==> config.mk <==
export PLATFORM = sky130hd
export DESIGN_NAME = baby_ram_bridge
export DESIGN_NICKNAME = d
export VERILOG_FILES = /design/src/rtl/baby_bridge_pkg.sv /design/src/rtl/baby_word_shifter.sv /design/src/rtl/baby_ram_bridge.sv
export SDC_FILE = /design/constraint.sdc
export NUM_CORES = 1
export LEC_CHECK = 0
export BUFFER_PORTS_ARGS = -buffer_cell sky130_fd_sc_hd__buf_2
export CELL_PAD_IN_SITES_DETAIL_PLACEMENT = 0
export CELL_PAD_IN_SITES_GLOBAL_PLACEMENT = 1
export CORE_ASPECT_RATIO = 0.8
export CORE_MARGIN = 3
export CORE_UTILIZATION = 42
export DETAILED_ROUTE_END_ITERATION = 10
export GPL_ROUTABILITY_DRIVEN = 0
export PLACE_DENSITY_LB_ADDON = 0.12
export SYNTH_ARGS = -nofsm -noshare
export SYNTH_HDL_FRONTEND = slang
export SYNTH_SLANG_ARGS = --single-unit
==> constraint.sdc <==
create_clock -name clock -period 2.7 [get_ports clock]
set_clock_uncertainty 0.2 [all_clocks]
set_input_delay 0 -clock clock [delete_from_list [all_inputs] [get_ports clock]]
set_output_delay 0 -clock clock [all_outputs]
set_load 0.05 [all_outputs]
==> src/rtl/baby_bridge_pkg.sv <==
// ---------------------------------------------------------------------------
// baby_bridge_pkg
// Shared definitions for the Manchester Baby RAM bridge:
//   - bridge_state_e : transfer FSM states
//   - BYTES_PER_WORD : external bytes per CPU word
//   - CMD_RW_BIT / CMD_ADDR_LSB / CMD_ADDR_W : command byte layout
//   - TMO_W          : width of the per-byte handshake timeout counter
//   - build_cmd()    : assembles the command byte {rw, 2'b00, addr[4:0]}
// ---------------------------------------------------------------------------
package baby_bridge_pkg;

    typedef enum logic [2:0] {
        IDLE    = 3'd0,
        CMD     = 3'd1,
        WR_BYTE = 3'd2,
        TURN    = 3'd3,
        RD_BYTE = 3'd4,
        DONE    = 3'd5
    } bridge_state_e;

    localparam int BYTES_PER_WORD = 4;
    localparam int CMD_W          = 8;
    localparam int CMD_RW_BIT     = 7;
    localparam int CMD_ADDR_LSB   = 0;
    localparam int CMD_ADDR_W     = 5;
    localparam int TMO_W          = 8;

    // Command byte: bit 7 = rw (1 = write), bits 6:5 reserved zero,
    // bits 4:0 = word address.
    function automatic logic [CMD_W-1:0] build_cmd(
        input logic                  rw,
        input logic [CMD_ADDR_W-1:0] addr
    );
        logic [CMD_W-1:0] cmd;
        cmd                                = '0;
        cmd[CMD_RW_BIT]                    = rw;
        cmd[CMD_ADDR_LSB +: CMD_ADDR_W]    = addr;
        return cmd;
    endfunction

endpackage

==> src/rtl/baby_word_shifter.sv <==
// ---------------------------------------------------------------------------
// baby_word_shifter
// One CPU word held as a set of byte lanes. Used by the bridge both to
// serialise write data onto the byte bus and to assemble read data.
//
// Ports:
//   clock      in   system clock, rising edge
//   reset_n_i  in   asynchronous active-low reset, clears the word
//   load_en    in   parallel load of load_word (has priority over insert)
//   load_word  in   WORD_W word to load
//   ins_en     in   write ins_byte into lane idx
//   idx        in   lane index for both select and insert
//   ins_byte   in   byte to insert
//   sel_byte   out  lane idx of the stored word
//   word_ins   out  stored word with ins_byte merged into lane idx when
//                   ins_en is high, i.e. the value the register takes next;
//                   lets the caller capture a complete word on the same edge
//                   as the final byte arrives
// ---------------------------------------------------------------------------
module baby_word_shifter #(
    parameter int WORD_W = 32,
    parameter int BYTE_W = 8,
    parameter int IDX_W  = 2
) (
    input  logic              clock,
    input  logic              reset_n_i,
    input  logic              load_en,
    input  logic [WORD_W-1:0] load_word,
    input  logic              ins_en,
    input  logic [IDX_W-1:0]  idx,
    input  logic [BYTE_W-1:0] ins_byte,
    output logic [BYTE_W-1:0] sel_byte,
    output logic [WORD_W-1:0] word_ins
);

    localparam int NUM_LANES = WORD_W / BYTE_W;

    logic [WORD_W-1:0] word_reg;
    logic [BYTE_W-1:0] lane [NUM_LANES];

    generate
        for (genvar gi = 0; gi < NUM_LANES; gi++) begin : g_lane
            localparam logic [IDX_W-1:0] LANE_IDX = IDX_W'(gi);

            assign lane[gi] = word_reg[gi*BYTE_W +: BYTE_W];

            assign word_ins[gi*BYTE_W +: BYTE_W] =
                (ins_en && (idx == LANE_IDX)) ? ins_byte
                                              : word_reg[gi*BYTE_W +: BYTE_W];
        end
    endgenerate

    assign sel_byte = lane[idx];

    always_ff @(posedge clock or negedge reset_n_i) begin
        if (!reset_n_i) begin
            word_reg <= '0;
        end else if (load_en) begin
            word_reg <= load_word;
        end else if (ins_en) begin
            word_reg <= word_ins;
        end
    end

endmodule

==> src/rtl/baby_ram_bridge.sv <==
// ---------------------------------------------------------------------------
// baby_ram_bridge
// Acts as the Manchester Baby core's store. Each 32-bit word access from
// the core becomes a byte-serial transaction on an 8-bit external bus:
//   write: command byte, then four data bytes LSB first
//   read : command byte, one bus-turnaround cycle, then four bytes in
// The core is stalled until cpu_ready_o pulses. A per-byte handshake
// timeout ends a stuck transfer and raises a sticky err_o.
//
// Ports:
//   clock        in   system clock, rising edge
//   reset_n_i    in   asynchronous active-low reset
//   cpu_req_i    in   access request (level, sampled only in IDLE)
//   cpu_rw_en_i  in   0 = read, 1 = write
//   cpu_addr_i   in   word address
//   cpu_data_i   in   write data
//   cpu_data_o   out  read data, held until the next read completes
//   cpu_ready_o  out  one-cycle completion pulse
//   ext_data_o   out  byte driven to external memory
//   ext_oe_o     out  bridge drives the shared bus pins
//   ext_valid_o  out  ext_data_o carries a valid byte
//   ext_ready_i  in   external side accepts ext_data_o this cycle
//   ext_data_i   in   byte from external memory
//   ext_valid_i  in   ext_data_i valid this cycle (always accepted)
//   err_o        out  sticky timeout flag, cleared only by reset
// ---------------------------------------------------------------------------
module baby_ram_bridge
    import baby_bridge_pkg::*;
#(
    parameter int ADDR_W         = 5,
    parameter int WORD_W         = 32,
    parameter int BYTE_W         = 8,
    parameter int TIMEOUT_CYCLES = 255
) (
    input  logic              clock,
    input  logic              reset_n_i,
    input  logic              cpu_req_i,
    input  logic              cpu_rw_en_i,
    input  logic [ADDR_W-1:0] cpu_addr_i,
    input  logic [WORD_W-1:0] cpu_data_i,
    output logic [WORD_W-1:0] cpu_data_o,
    output logic              cpu_ready_o,
    output logic [BYTE_W-1:0] ext_data_o,
    output logic              ext_oe_o,
    output logic              ext_valid_o,
    input  logic              ext_ready_i,
    input  logic [BYTE_W-1:0] ext_data_i,
    input  logic              ext_valid_i,
    output logic              err_o
);

    localparam int                IDX_W     = $clog2(BYTES_PER_WORD);
    localparam logic [IDX_W-1:0]  LAST_IDX  = IDX_W'(BYTES_PER_WORD - 1);
    localparam logic [TMO_W-1:0]  TMO_LIMIT = TMO_W'(TIMEOUT_CYCLES);

    // ------------------------------------------------------------------
    // State and datapath registers
    // ------------------------------------------------------------------
    bridge_state_e     state_reg, state_next;
    logic [IDX_W-1:0]  idx_reg,   idx_next;
    logic [TMO_W-1:0]  tmo_reg,   tmo_next;
    logic              rw_reg,    rw_next;
    logic [ADDR_W-1:0] addr_reg,  addr_next;
    logic [WORD_W-1:0] rdata_reg, rdata_next;
    logic              err_reg,   err_next;

    // Shifter control / results
    logic              sh_load;
    logic              sh_ins;
    logic [BYTE_W-1:0] sh_sel_byte;
    logic [WORD_W-1:0] sh_word_ins;

    logic [BYTE_W-1:0] cmd_byte;
    logic [TMO_W-1:0]  tmo_inc;
    logic              tmo_hit;
    logic              tmo_abort;

    assign cmd_byte = BYTE_W'(build_cmd(rw_reg, CMD_ADDR_W'(addr_reg)));

    // The counter counts cycles spent waiting; the cycle in which it would
    // reach the limit is the last one tolerated.
    assign tmo_inc  = tmo_reg + 1'b1;
    assign tmo_hit  = (tmo_inc == TMO_LIMIT);

    // ------------------------------------------------------------------
    // Word register: holds write data for serialisation and collects
    // read bytes.
    // ------------------------------------------------------------------
    baby_word_shifter #(
        .WORD_W (WORD_W),
        .BYTE_W (BYTE_W),
        .IDX_W  (IDX_W)
    ) u_shifter (
        .clock     (clock),
        .reset_n_i (reset_n_i),
        .load_en   (sh_load),
        .load_word (cpu_data_i),
        .ins_en    (sh_ins),
        .idx       (idx_reg),
        .ins_byte  (ext_data_i),
        .sel_byte  (sh_sel_byte),
        .word_ins  (sh_word_ins)
    );

    // ------------------------------------------------------------------
    // State register
    // ------------------------------------------------------------------
    always_ff @(posedge clock or negedge reset_n_i) begin
        if (!reset_n_i) begin
            state_reg <= IDLE;
            idx_reg   <= '0;
            tmo_reg   <= '0;
            rw_reg    <= 1'b0;
            addr_reg  <= '0;
            rdata_reg <= '0;
            err_reg   <= 1'b0;
        end else begin
            state_reg <= state_next;
            idx_reg   <= idx_next;
            tmo_reg   <= tmo_next;
            rw_reg    <= rw_next;
            addr_reg  <= addr_next;
            rdata_reg <= rdata_next;
            err_reg   <= err_next;
        end
    end

    // ------------------------------------------------------------------
    // Next-state and output logic
    // ------------------------------------------------------------------
    always_comb begin
        state_next  = state_reg;
        idx_next    = idx_reg;
        tmo_next    = tmo_reg;
        rw_next     = rw_reg;
        addr_next   = addr_reg;
        rdata_next  = rdata_reg;
        err_next    = err_reg;
        sh_load     = 1'b0;
        sh_ins      = 1'b0;
        tmo_abort   = 1'b0;
        ext_oe_o    = 1'b0;
        ext_valid_o = 1'b0;
        ext_data_o  = '0;
        cpu_ready_o = 1'b0;

        case (state_reg)
            IDLE: begin
                if (cpu_req_i) begin
                    rw_next    = cpu_rw_en_i;
                    addr_next  = cpu_addr_i;
                    sh_load    = 1'b1;
                    idx_next   = '0;
                    tmo_next   = '0;
                    state_next = CMD;
                end
            end

            CMD: begin
                ext_oe_o    = 1'b1;
                ext_valid_o = 1'b1;
                ext_data_o  = cmd_byte;
                // A handshake in the same cycle as the timeout wins.
                if (ext_ready_i) begin
                    tmo_next   = '0;
                    state_next = rw_reg ? WR_BYTE : TURN;
                end else if (tmo_hit) begin
                    tmo_abort = 1'b1;
                end else begin
                    tmo_next = tmo_inc;
                end
            end

            WR_BYTE: begin
                ext_oe_o    = 1'b1;
                ext_valid_o = 1'b1;
                ext_data_o  = sh_sel_byte;
                if (ext_ready_i) begin
                    tmo_next = '0;
                    if (idx_reg == LAST_IDX) begin
                        state_next = DONE;
                    end else begin
                        idx_next = idx_reg + 1'b1;
                    end
                end else if (tmo_hit) begin
                    tmo_abort = 1'b1;
                end else begin
                    tmo_next = tmo_inc;
                end
            end

            TURN: begin
                // Neither side drives the bus this cycle; ext_valid_i is
                // deliberately ignored here.
                state_next = RD_BYTE;
            end

            RD_BYTE: begin
                if (ext_valid_i) begin
                    sh_ins   = 1'b1;
                    tmo_next = '0;
                    if (idx_reg == LAST_IDX) begin
                        // Capture the full word including the byte arriving
                        // on this edge.
                        rdata_next = sh_word_ins;
                        state_next = DONE;
                    end else begin
                        idx_next = idx_reg + 1'b1;
                    end
                end else if (tmo_hit) begin
                    tmo_abort = 1'b1;
                end else begin
                    tmo_next = tmo_inc;
                end
            end

            DONE: begin
                cpu_ready_o = 1'b1;
                idx_next    = '0;
                tmo_next    = '0;
                state_next  = IDLE;
            end

            default: begin
                state_next = IDLE;
            end
        endcase

        // A stuck handshake ends the transfer with an error; a read that
        // never finished returns zero rather than a partial word.
        if (tmo_abort) begin
            state_next = DONE;
            err_next   = 1'b1;
            tmo_next   = '0;
            if (!rw_reg) begin
                rdata_next = '0;
            end
        end
    end

    assign cpu_data_o = rdata_reg;
    assign err_o      = err_reg;

endmodule

==> reports/metrics.cfg, run 1 <==
[timing]
timing.final.hold_violations=0
max_slew.worst_pin.slew_ns=0.739
hold_ws_ns=0.0150
final-max-slew-violation-count=0
achievable-frequency_ghz=0.387
final.period_utilization_pct=95.7
final.setup.worst_slack_ns=0.116
relSlewSlack_pct=50.4
final.setup.tns_ns=0
layout_min_cycle_time_ns=2.58
setup_viol=0

[finish]
antenna_cells=0
areaGrowthSynthToFinish_pct=36.6
final_cells=714
layout-drive-gt1-share_pct=27.5
final_layout_net_count=630

[routing]
avgViaCountPerCell=5.42
postRouteAntennaNets=0
top_signal_layer_used=met4
met2WireLength_um=5580
firstDrtPassIters=9
postRouteWirelength_um=12900
route.layer.met1.wl_um=6310
remaining_drc_errors=0
drt_iter0_markers=478
detailroute.via_count=3869
detailroute.wirelength.met3_um=924
avgRoutedWirePerCell_um=18.1

[cts]
worst_setup_hold_path_clk_slew_ns=0.06
cts.sinks=84
cts_made_buffers=9
h-tree-depth=3
maximum_count_of_clock_buffers_along_a_single_path=2
clock_insertion_delay_at_the_later_pin_of_the_skew_report_ns=0.33
cts.repair_timing.setup_buffer_count=0
tritoncts=done
master_cell_of_the_clock_root_buffer=clkbuf_16

[critical_path]
crit_required_ns=2.77
critical_path_end_type=flop
criticalPathCategory=flop to flop
crit_fanout=13
critical_path_arrival_ns=2.65
r2r-end=u_shifter.word_reg[22]
start_kind=flop
regToRegSetupSlack_ns=0.12
cell_depth_of_the_worst_flop_to_flop_path=7
worstReg2RegStart=state_reg[1]

[die]
die_y_um=97.8
dieWidth_um=121
rows=32
core_area_sq_mm=0.00993
start_util_pct=44.5
ios=95
die_footprint_sq_mm=0.0118

[logic_synthesis]
syn_area_per_cell_sq_um=10.6
synth.ff_latch_count=84
syn_nets=474
seq_area_frac_synth_pct=47.5
yosysWarningCount=0
synth_enable_flop_cells=0
post_synth_arst_share_pct=100
yosysUniqueCellTypes=52
synthFlopType=dfrtp_1
syn_area_sq_mm=0.00442
syn-instance-count=417

[status]
status=complete, no violations

[power_and_ir_drop]
seq_power_share_pct=32.1
power_frac_clock_pct=18.1
max-vdd-ir-drop_v=0.000440
netSwitchingFraction_pct=42.7
power.static_leakage_uw=0.00287
cellInternalPower_uw=3790
cellPowerDensity_mw_per_mm2=1090
p_switching_uw=2820
part_of_the_total_power_dissipated_in_combinational_logic_pct=49.8
p_total_uw=6600

[place]
dp_slack_ns=0.370
hpwlAfterDp_um=9000
dp.cells=627
io_buffer_count=94

[global_routing]
grt_max_degree=57
global_route.overflow_total=0
grt_first_pass_wirelength_um=20700
first_global_vias=3814
gr-usage-all-layers_pct=22.5
number_of_antenna_violations_at_the_first_check_in_global_routing=0

[worst_hold_path]
hp-class=input pin to async pin

[run]
max-cap-violations=0

## how the worst max path moves through the flow
stage                      start                      to  slack (ns)  depth (start not counted)
global placement    state_reg[0]          cpu_data_o[10]        0.43                          6
detailed placement  state_reg[0]          cpu_data_o[22]        0.37                          6
CTS                 state_reg[0]  u_shifter.word_reg[13]        0.01                          6
floorplan             idx_reg[0]  u_shifter.word_reg[23]        0.49                          7
finish              state_reg[1]  u_shifter.word_reg[22]        0.12                          7
global route        state_reg[1]  u_shifter.word_reg[10]       -0.01                          6
## worst max-delay path, cell delays in order (launching register included)
cell           delay [ns]
dfrtp_1              0.51
buf_4                0.23
nor2_1               0.14
nand3_1              0.22
o21ai_2              0.41
a222oi_1             0.15
dlygate4sd3_1        0.59
inv_1                0.07
## cells in the final DEF (no fill, tap or decap), types with 2 or more instances in the layout
cell | netlist | final
o21ai_0 | 6 | 6
inv_1 | 30 | 30
nand3_1 | 6 | 6
clkinv_2 | 0 | 3
a21oi_1 | 19 | 19
a211oi_2 | 11 | 11
nand2b_1 | 3 | 3
xnor2_1 | 2 | 2
clkbuf_16 | 0 | 9
a211oi_1 | 15 | 15
nor2_1 | 41 | 41
xor2_1 | 3 | 3
buf_2 | 4 | 93
buf_4 | 1 | 10
o21ai_2 | 1 | 4
mux2_2 | 8 | 8
a21o_1 | 8 | 8
a31oi_1 | 3 | 3
dlygate4sd3_1 | 0 | 71
ha_1 | 6 | 6
mux4_2 | 8 | 8
and3_1 | 3 | 3
and2_1 | 5 | 4
a222oi_1 | 24 | 24
nand2_1 | 36 | 36
a22oi_1 | 7 | 7
clkbuf_1 | 13 | 2
nor3_1 | 4 | 4
buf_12 | 0 | 2
dfrtp_1 | 84 | 83
mux2i_1 | 27 | 27
## power groups by stage
| stage | Sequential [uW] | Combinational (uW) | Clock, uW |
|---|---|---|---|
| global route | 2170 | 3560 | 1270 |
| finish | 2120 | 3290 | 1190 |
| detailed placement | 2130 | 2940 | 0 |
| global placement | 2100 | 2920 | 0 |
| floorplan | 2370 | 1900 | 0 |
| CTS | 2110 | 3270 | 1220 |
## layout make-up
type	instances	area, sq um
repair buffers	176	1290
clock buffers	11	233
fillers	873	3890
multi-input cells	272	2080
well taps	136	170
clock inverters	5	52.6
flip-flops and latches	84	2100
inverters	30	113
## metal layers
| metal | vias to the layer above | global-route usage [%] |
|---|---|---|
| li1 | 1844 | - |
| met1 | 1852 | 35.0 |
| met2 | 163 | 32.4 |
| met3 | 10 | 4.92 |
| met4 | 0 | 4.44 |
| met5 | - | 0 |
## cell usage after synthesis, drive strengths merged (2+ instances only)
library cell | n | area, sq um
o21ai | 11 | 58.8
dfrtp | 84 | 2100
a21o | 8 | 60.1
nand3 | 7 | 40.0
xnor2 | 2 | 17.5
o32ai | 2 | 36.3
a22oi | 7 | 52.6
a222oi | 24 | 240
a31oi | 3 | 18.8
and3 | 3 | 18.8
inv | 30 | 113
nand2b | 3 | 18.8
clkbuf | 13 | 48.8
mux4 | 8 | 180
mux2i | 27 | 270
xor2 | 3 | 26.3
nor3 | 4 | 20.0
and2 | 5 | 31.3
buf | 18 | 98.9
nor2 | 41 | 154
nand2 | 36 | 135
ha | 6 | 75.1
mux2 | 8 | 90.1
a211oi | 26 | 250
a21oi | 19 | 95.1
## kinds of logic (layout without fill, tap and decap cells)
| kind of cell | count (synthesis) | count (layout) | synth area share (%) |
|---|---|---|---|
| buffers and inverters | 61 | 222 | 5.89 |
| XOR/XNOR | 5 | 5 | 0.991 |
| adder cells (fa/ha/maj) | 6 | 6 | 1.70 |
| AO/OA/AOI/OAI | 108 | 108 | 19.9 |
| flip-flops | 84 | 84 | 47.5 |
| AND/OR/NAND/NOR | 110 | 110 | 11.7 |
| multiplexers | 43 | 43 | 12.2 |
## stage by stage
stage	area, sq um	util [%]
after floorplan	4420	-
after global placement	5030	50.7
after detailed placement	5030	50.7
after CTS	6030	60.7
after global routing	6040	60.8
final	6040	60.8
## what timing repair did
| action | CTS | global route |
|---|---|---|
| hold buffers | 71 | 0 |
| hold endpoints to repair | 143 | 0 |
| resized for setup | 0 | 4 |
| setup endpoints to repair | 0 | 22 |
(Power assumes the default switching activity.)
==> inputs of run 2 (changes only) <==
REMOVE_ABC_BUFFERS = 1   (was unset)
==> run 2 against run 1 <==
Against the previous run: the flow now finishes with violations (negative hold slack); non-clock buffer count down 11; worst hold slack got worse by 0.023 ns; sequential power shrank 3%; routed wire length is 2.3% lower; critical path depth unchanged; count of clock-buffer cells in the layout rose by 2; sequential share of layout area up 0.68 points; via count is 2.5% lower; total power fell by 2.3%; largest cell class unchanged; largest power group unchanged.
==> reports/metrics.cfg, run 2 (same netlist as run 1, synthesis figures left out) <==
[finish]
antenna_cells=0  ; unchanged
finish.utilization_pct=59.7  ; -1.1 points
layout.cells.most_common_list=buf_2, dfrtp_1, dlygate4sd3_1
final_layout_net_count=619  ; -1.7%
layout-drive-gt1-share_pct=28.1  ; +0.58 points
areaGrowthSynthToFinish_pct=34.1
number_of_fillers_in_the_final_layout=905  ; +3.7%
final_cell_area_sq_mm=0.00593  ; -1.9%
final_common_cell=buf_2

[die]
dieWidth_um=121  ; unchanged
die_y_um=97.8  ; unchanged
rows=32  ; unchanged
core_area_sq_mm=0.00993  ; unchanged
ios=95  ; unchanged
start_util_pct=44.5  ; unchanged
die_footprint_sq_mm=0.0118  ; unchanged

[timing]
setup_viol=0  ; unchanged
final.period_utilization_pct=96.6  ; +0.94 points
relSlewSlack_pct=39.2  ; -11 points
layout_min_cycle_time_ns=2.61  ; +0.0253 ns
final.setup.tns_ns=0  ; unchanged
max_slew.worst_pin.slew_ns=0.907  ; +0.168 ns
final-max-slew-violation-count=0  ; unchanged
achievable-frequency_ghz=0.383  ; -0.97%
grt_setup_unrepaired=no
timing.final.hold_violations=2  ; +2
hold_ws_ns=-0.00790  ; -0.0229 ns

[status]
status=complete, but fails checks
violations=negative hold slack

[routing]
remaining_drc_errors=0  ; unchanged
postRouteWirelength_um=12600  ; -2.3%
avgViaCountPerCell=5.37  ; -0.81%
postRouteAntennaNets=0  ; unchanged
firstDrtPassIters=5  ; -4
avgRoutedWirePerCell_um=18.0  ; -0.66%
drt_iter0_markers=464  ; -2.9%
detailroute.via_count=3773  ; -2.5%

[cts]
h-tree-depth=3  ; unchanged
clock_insertion_delay_at_the_later_pin_of_the_skew_report_ns=0.33  ; about the same
master_cell_of_the_clock_root_buffer=clkbuf_16
cts_made_buffers=9  ; unchanged
worst_setup_hold_path_clk_slew_ns=0.06  ; about the same
tritoncts=done
cts.repair_timing.setup_buffer_count=0  ; unchanged
cts.sinks=84  ; unchanged
maximum_count_of_clock_buffers_along_a_single_path=2  ; unchanged

[power_and_ir_drop]
seq_power_share_pct=32.0  ; about the same
power.static_leakage_uw=0.00284  ; -0.99%
p_total_uw=6450  ; -2.3%
part_of_the_total_power_dissipated_in_combinational_logic_pct=49.3  ; -0.5 points
max-vdd-ir-drop_v=0.000492  ; +12%
cellInternalPower_uw=3680  ; -2.8%
power_frac_clock_pct=18.8  ; +0.7 points
cellPowerDensity_mw_per_mm2=1090  ; -0.41%
p_switching_uw=2770  ; -1.5%
netSwitchingFraction_pct=43.0  ; +0.33 points

[critical_path]
criticalPathCategory=flop to flop
crit_fanout=56  ; +43
critical_path.n_buffers_inverters=2  ; -1
critical_path_arrival_ns=2.62  ; -0.03 ns
crit_required_ns=2.71  ; -0.06 ns
cp_cell_sequence=and4bb_2 -> and2_2 -> buf_12 -> nand2_1 -> a21oi_1 -> a21o_1 -> dlygate4sd3_1
crit_path_start=state_reg[1]
start_kind=flop
critical_path.max_stage_delay_ns=0.56  ; -0.03 ns
critical_path_end_type=flop
worstReg2RegStart=state_reg[1]
timing.critical_path.depth=7  ; unchanged
critical-path-top-delay-family=buffers and inverters
cell_depth_of_the_worst_flop_to_flop_path=7  ; unchanged
regToRegSetupSlack_ns=0.09  ; -0.03 ns
slowest_stage=dlygate4sd3_1

[global_routing]
grt_first_pass_wirelength_um=20300  ; -1.8%
grt-busiest-layer=met2
first_global_vias=3728  ; -2.3%
use_met1_pct=31.8  ; -3.1 points
grt_max_degree=57  ; unchanged
number_of_antenna_violations_at_the_first_check_in_global_routing=0  ; unchanged
global_routing_usage_on_met2_pct=33.9  ; +1.5 points
gr-usage-all-layers_pct=22.0  ; -0.44 points
groute.layer.met3.usage_pct=5.39  ; +0.46 points
global_route.overflow_total=0  ; unchanged

[place]
hpwlAfterDp_um=8460  ; -5.9%
dpl_cell_area_sq_mm=0.00507  ; +0.70%
io_buffer_count=94  ; unchanged

[worst_hold_path]
hp-class=input pin to async pin

[run]
max-cap-violations=0  ; unchanged

[run 2: changes by cell type in the layout (fill, tap and decap cells not counted), moves of 2 or more]
| cell | delta |
|---|---|
| buf_4 | +2 |
| clkinv_2 | -2 |
| dlygate4sd3_1 | -14 |
| o21ai_1 | +3 |
| o21ai_2 | -3 |
[run 2: worst paths after layout]
kind,endpoint
setup / recovery,u_shifter.word_reg[25]
min in group clock,tmo_reg[4]
setup reg to reg,u_shifter.word_reg[25]
hold / removal,cpu_data_o[27]
max in group asynchronous,state_reg[0]
hold reg to reg,err_o
[run 2: power groups by stage]
stage / logic, uW / registers (uW) / clock network (uW)
floorplan: 1770 / 2460 / 0
global placement: 3000 / 2060 / 0
detailed placement: 3030 / 2070 / 0
CTS: 3190 / 2050 / 1250
global route: 3420 / 2130 / 1300
finish: 3180 / 2060 / 1210
[run 2: routing by layer]
metal | vias up | wire, um | share of wire [%]
li1 | 1825 | - | -
met2 | 141 | 5750 | 46
met1 | 1796 | 5840 | 46
met5 | - | 0 | 0
met3 | 11 | 921 | 7.3
met4 | 0 | 116 | 0.92
[run 2: repair_timing]
item / in CTS / in global routing
endpoints found under the hold margin: 159 / 0
setup endpoints to repair: 0 / 8
hold buffers: 57 / 0
gates resized for setup: 0 / 3
[run 2: cell type report]
class	count	area [sq um]	area share [%]
Sequential cell	84	2100	35.5
Multi-Input combinational cell	272	2070	34.9
Inverter	30	113	1.90
Tap cell	136	170	2.87
Clock buffer	13	250	4.22
Timing Repair Buffer	165	1190	20.0
Clock inverter	2	35.0	0.591
[run 2: per-stage QoR]
stage	cells	hold WS [ns]	worst slack, ns
after floorplan	386	-0.496	-3.02
after global placement	630	-0.180	0.384
after detailed placement	630	-0.177	0.351
after CTS	702	0.0153	0.0848
after global routing	702	0.0411	0.0146
final	702	-0.00790	0.0909
==> inputs of run 3 (changes only) <==
BUFFER_PORTS_ARGS = unset   (was -buffer_cell sky130_fd_sc_hd__buf_2)
CORE_UTILIZATION = 52   (was 42)
DONT_BUFFER_PORTS = 1   (was unset)
TNS_END_PERCENT = 1   (was unset)
clock period = 3.2 ns   (was 2.7 ns; I/O delays follow)
==> run 3 against run 2 <==
Against the previous run: the run now ends clean; register-to-register slack improved by 0.04 ns; non-clock buffer count shrank 92; largest power group unchanged; count of clock-buffer cells in the layout is 2 lower; largest cell class unchanged.
==> reports/metrics.cfg, run 3 (same netlist as run 1, synthesis figures left out) <==
[routing]
firstDrtPassIters=6  ; +1
avgViaCountPerCell=6.27  ; +17%
detailroute.via_count=3654  ; -3.2%
remaining_drc_errors=0  ; unchanged
postRouteWirelength_um=12400  ; -1.5%
drt_iter0_markers=510  ; +9.9%
avgRoutedWirePerCell_um=21.3  ; +19%
postRouteAntennaNets=0  ; unchanged

[global_routing]
grt_first_pass_wirelength_um=19800  ; -2.7%
number_of_antenna_violations_at_the_first_check_in_global_routing=0  ; unchanged
global_route.overflow_total=0  ; unchanged
gr-usage-all-layers_pct=27.3  ; +5.2 points
grt_max_degree=85  ; +49%
first_global_vias=3649  ; -2.1%

[die]
start_util_pct=54.6  ; +10 points
ios=95  ; unchanged
rows=29  ; -9.4%
die_footprint_sq_mm=0.00965  ; -18%
core_area_sq_mm=0.00809  ; -19%
dieWidth_um=109  ; -9.6%
die_y_um=88.5  ; -9.5%

[finish]
areaGrowthSynthToFinish_pct=20.6
final_layout_net_count=527  ; -15%
layout.cells.most_common_list=dfrtp_1, dlygate4sd3_1, nor2_1
finish.utilization_pct=65.9  ; +6.2 points
antenna_cells=0  ; unchanged
layout-drive-gt1-share_pct=14.7  ; -13 points
final_common_cell=dfrtp_1

[timing]
relSlewSlack_pct=35.5  ; -3.6 points
final.period_utilization_pct=95.8  ; -0.88 points
final-max-slew-violation-count=0  ; unchanged
max_slew.worst_pin.slew_ns=0.961  ; +0.0543 ns
setup_viol=0  ; unchanged
final.setup.tns_ns=0  ; unchanged
achievable-frequency_ghz=0.326  ; -15%
timing.final.hold_violations=0  ; -2
final.setup.worst_slack_ns=0.136  ; +0.0450 ns
grt_setup_unrepaired=no
layout_min_cycle_time_ns=3.06  ; +0.455 ns

[cts]
cts.repair_timing.setup_buffer_count=0  ; unchanged
cts.sinks=84  ; unchanged
maximum_count_of_clock_buffers_along_a_single_path=2  ; unchanged
cts_made_buffers=9  ; unchanged
tritoncts=done
h-tree-depth=3  ; unchanged
master_cell_of_the_clock_root_buffer=clkbuf_8
clock_insertion_delay_at_the_later_pin_of_the_skew_report_ns=0.35  ; +0.02 ns
worst_setup_hold_path_clk_slew_ns=0.09  ; +0.03 ns

[power_and_ir_drop]
max-vdd-ir-drop_v=0.000470  ; -4.4%
power.static_leakage_uw=0.00237  ; -16%
p_total_uw=5120  ; -21%
cellPowerDensity_mw_per_mm2=960  ; -12%

[run]
max-cap-violations=0  ; unchanged

[critical_path]
critical_path.max_stage_delay_ns=0.73  ; +0.17 ns
critical_path.n_buffers_inverters=2  ; unchanged
critical_path_end_type=flop
crit_fanout=18  ; -68%
critical-path-top-delay-family=flip-flops
cp_cell_sequence=and4bb_2 -> or2_2 -> o21ai_1 -> a222oi_1 -> dlygate4sd3_1 -> inv_1
crit_required_ns=3.30  ; +0.59 ns
start_kind=flop
critical_path_arrival_ns=3.16  ; +0.54 ns
slowest_stage=dfrtp_1
criticalPathCategory=flop to flop

[place]
dp_slack_ns=0.635  ; +0.284 ns
io_buffer_count=0  ; -100%
hpwlAfterDp_um=8050  ; -4.8%

[worst_hold_path]
hp-class=input pin to async pin

[status]
status=complete, no violations

-- run 3: changes by cell type in the layout (fill, tap and decap cells not counted), sizes merged --
| cell | change |
|---|---|
| buf | -91 |
| dlygate4sd3 | -1 |
| clkbuf | -2 |
| inv | +1 |
| clkinvlp | +1 |
| clkinv | +1 |
-- run 3: final timing paths --
| path | startpoint | to | slack (ns) | depth (start not counted) |
|---|---|---|---|---|
| worst max-delay path | state_reg[1] | u_shifter.word_reg[18] | 0.14 | 6 |
| worst min-delay path | reset_n_i | cpu_data_o[0] | 0.001 | 2 |
| worst max register to register | state_reg[1] | u_shifter.word_reg[18] | 0.14 | 6 |
| worst min register to register | addr_reg[3] | addr_reg[3] | 0.31 | 1 |
| max in group asynchronous | reset_n_i | tmo_reg[1] | 2.46 | 2 |
| min in group clock | ext_valid_i | idx_reg[1] | 0.04 | 5 |
-- run 3: per-layer routing --
metal,vias to the layer above,routed length [um],GRT usage (%)
met3,14,1180,6.56
met5,-,0,0
met2,190,5660,43.5
met1,1799,5440,37.6
met4,0,150,7.34
li1,1651,-,-
-- run 3: final cells by class --
type,instances,area [sq um]
Tap cell,108,135
Sequential cell,84,2100
Clock inverter,5,60.1
Timing Repair Buffer,73,708
Multi-Input combinational cell,272,2070
Fill cell,630,2760
Clock buffer,11,141
Inverter,30,113
-- run 3: what timing repair did --
| action | 4_1_cts | 5_1_grt |
|---|---|---|
| hold buffers | 57 | 0 |
| endpoints found under the hold margin | 166 | 0 |
| resized for setup | 0 | 1 |
| setup endpoints to repair | 0 | 1 |
-- run 3: power by group --
group	internal (uW)	total (uW)	switching (uW)
logic	1000	2170	1170
clock network	386	782	396
registers	1420	2160	747
-- run 3: worst reg2reg max path, stage by stage, from the launching register on --
cell           delay (ns)
dfrtp_1              0.73
and4bb_2             0.34
or2_2                0.32
o21ai_1              0.52
a222oi_1             0.21
dlygate4sd3_1        0.64
inv_1                0.05
-- run 3: stage by stage --
stage | hold WS, ns | std cells | instance area [sq um]
detailed placement | -0.494 | 510 | 4540
CTS | 0.00332 | 583 | 5330
global route | 0.0300 | 583 | 5330
floorplan | -0.496 | 386 | 4270
finish | 0.00123 | 583 | 5330
global placement | -0.494 | 510 | 4540
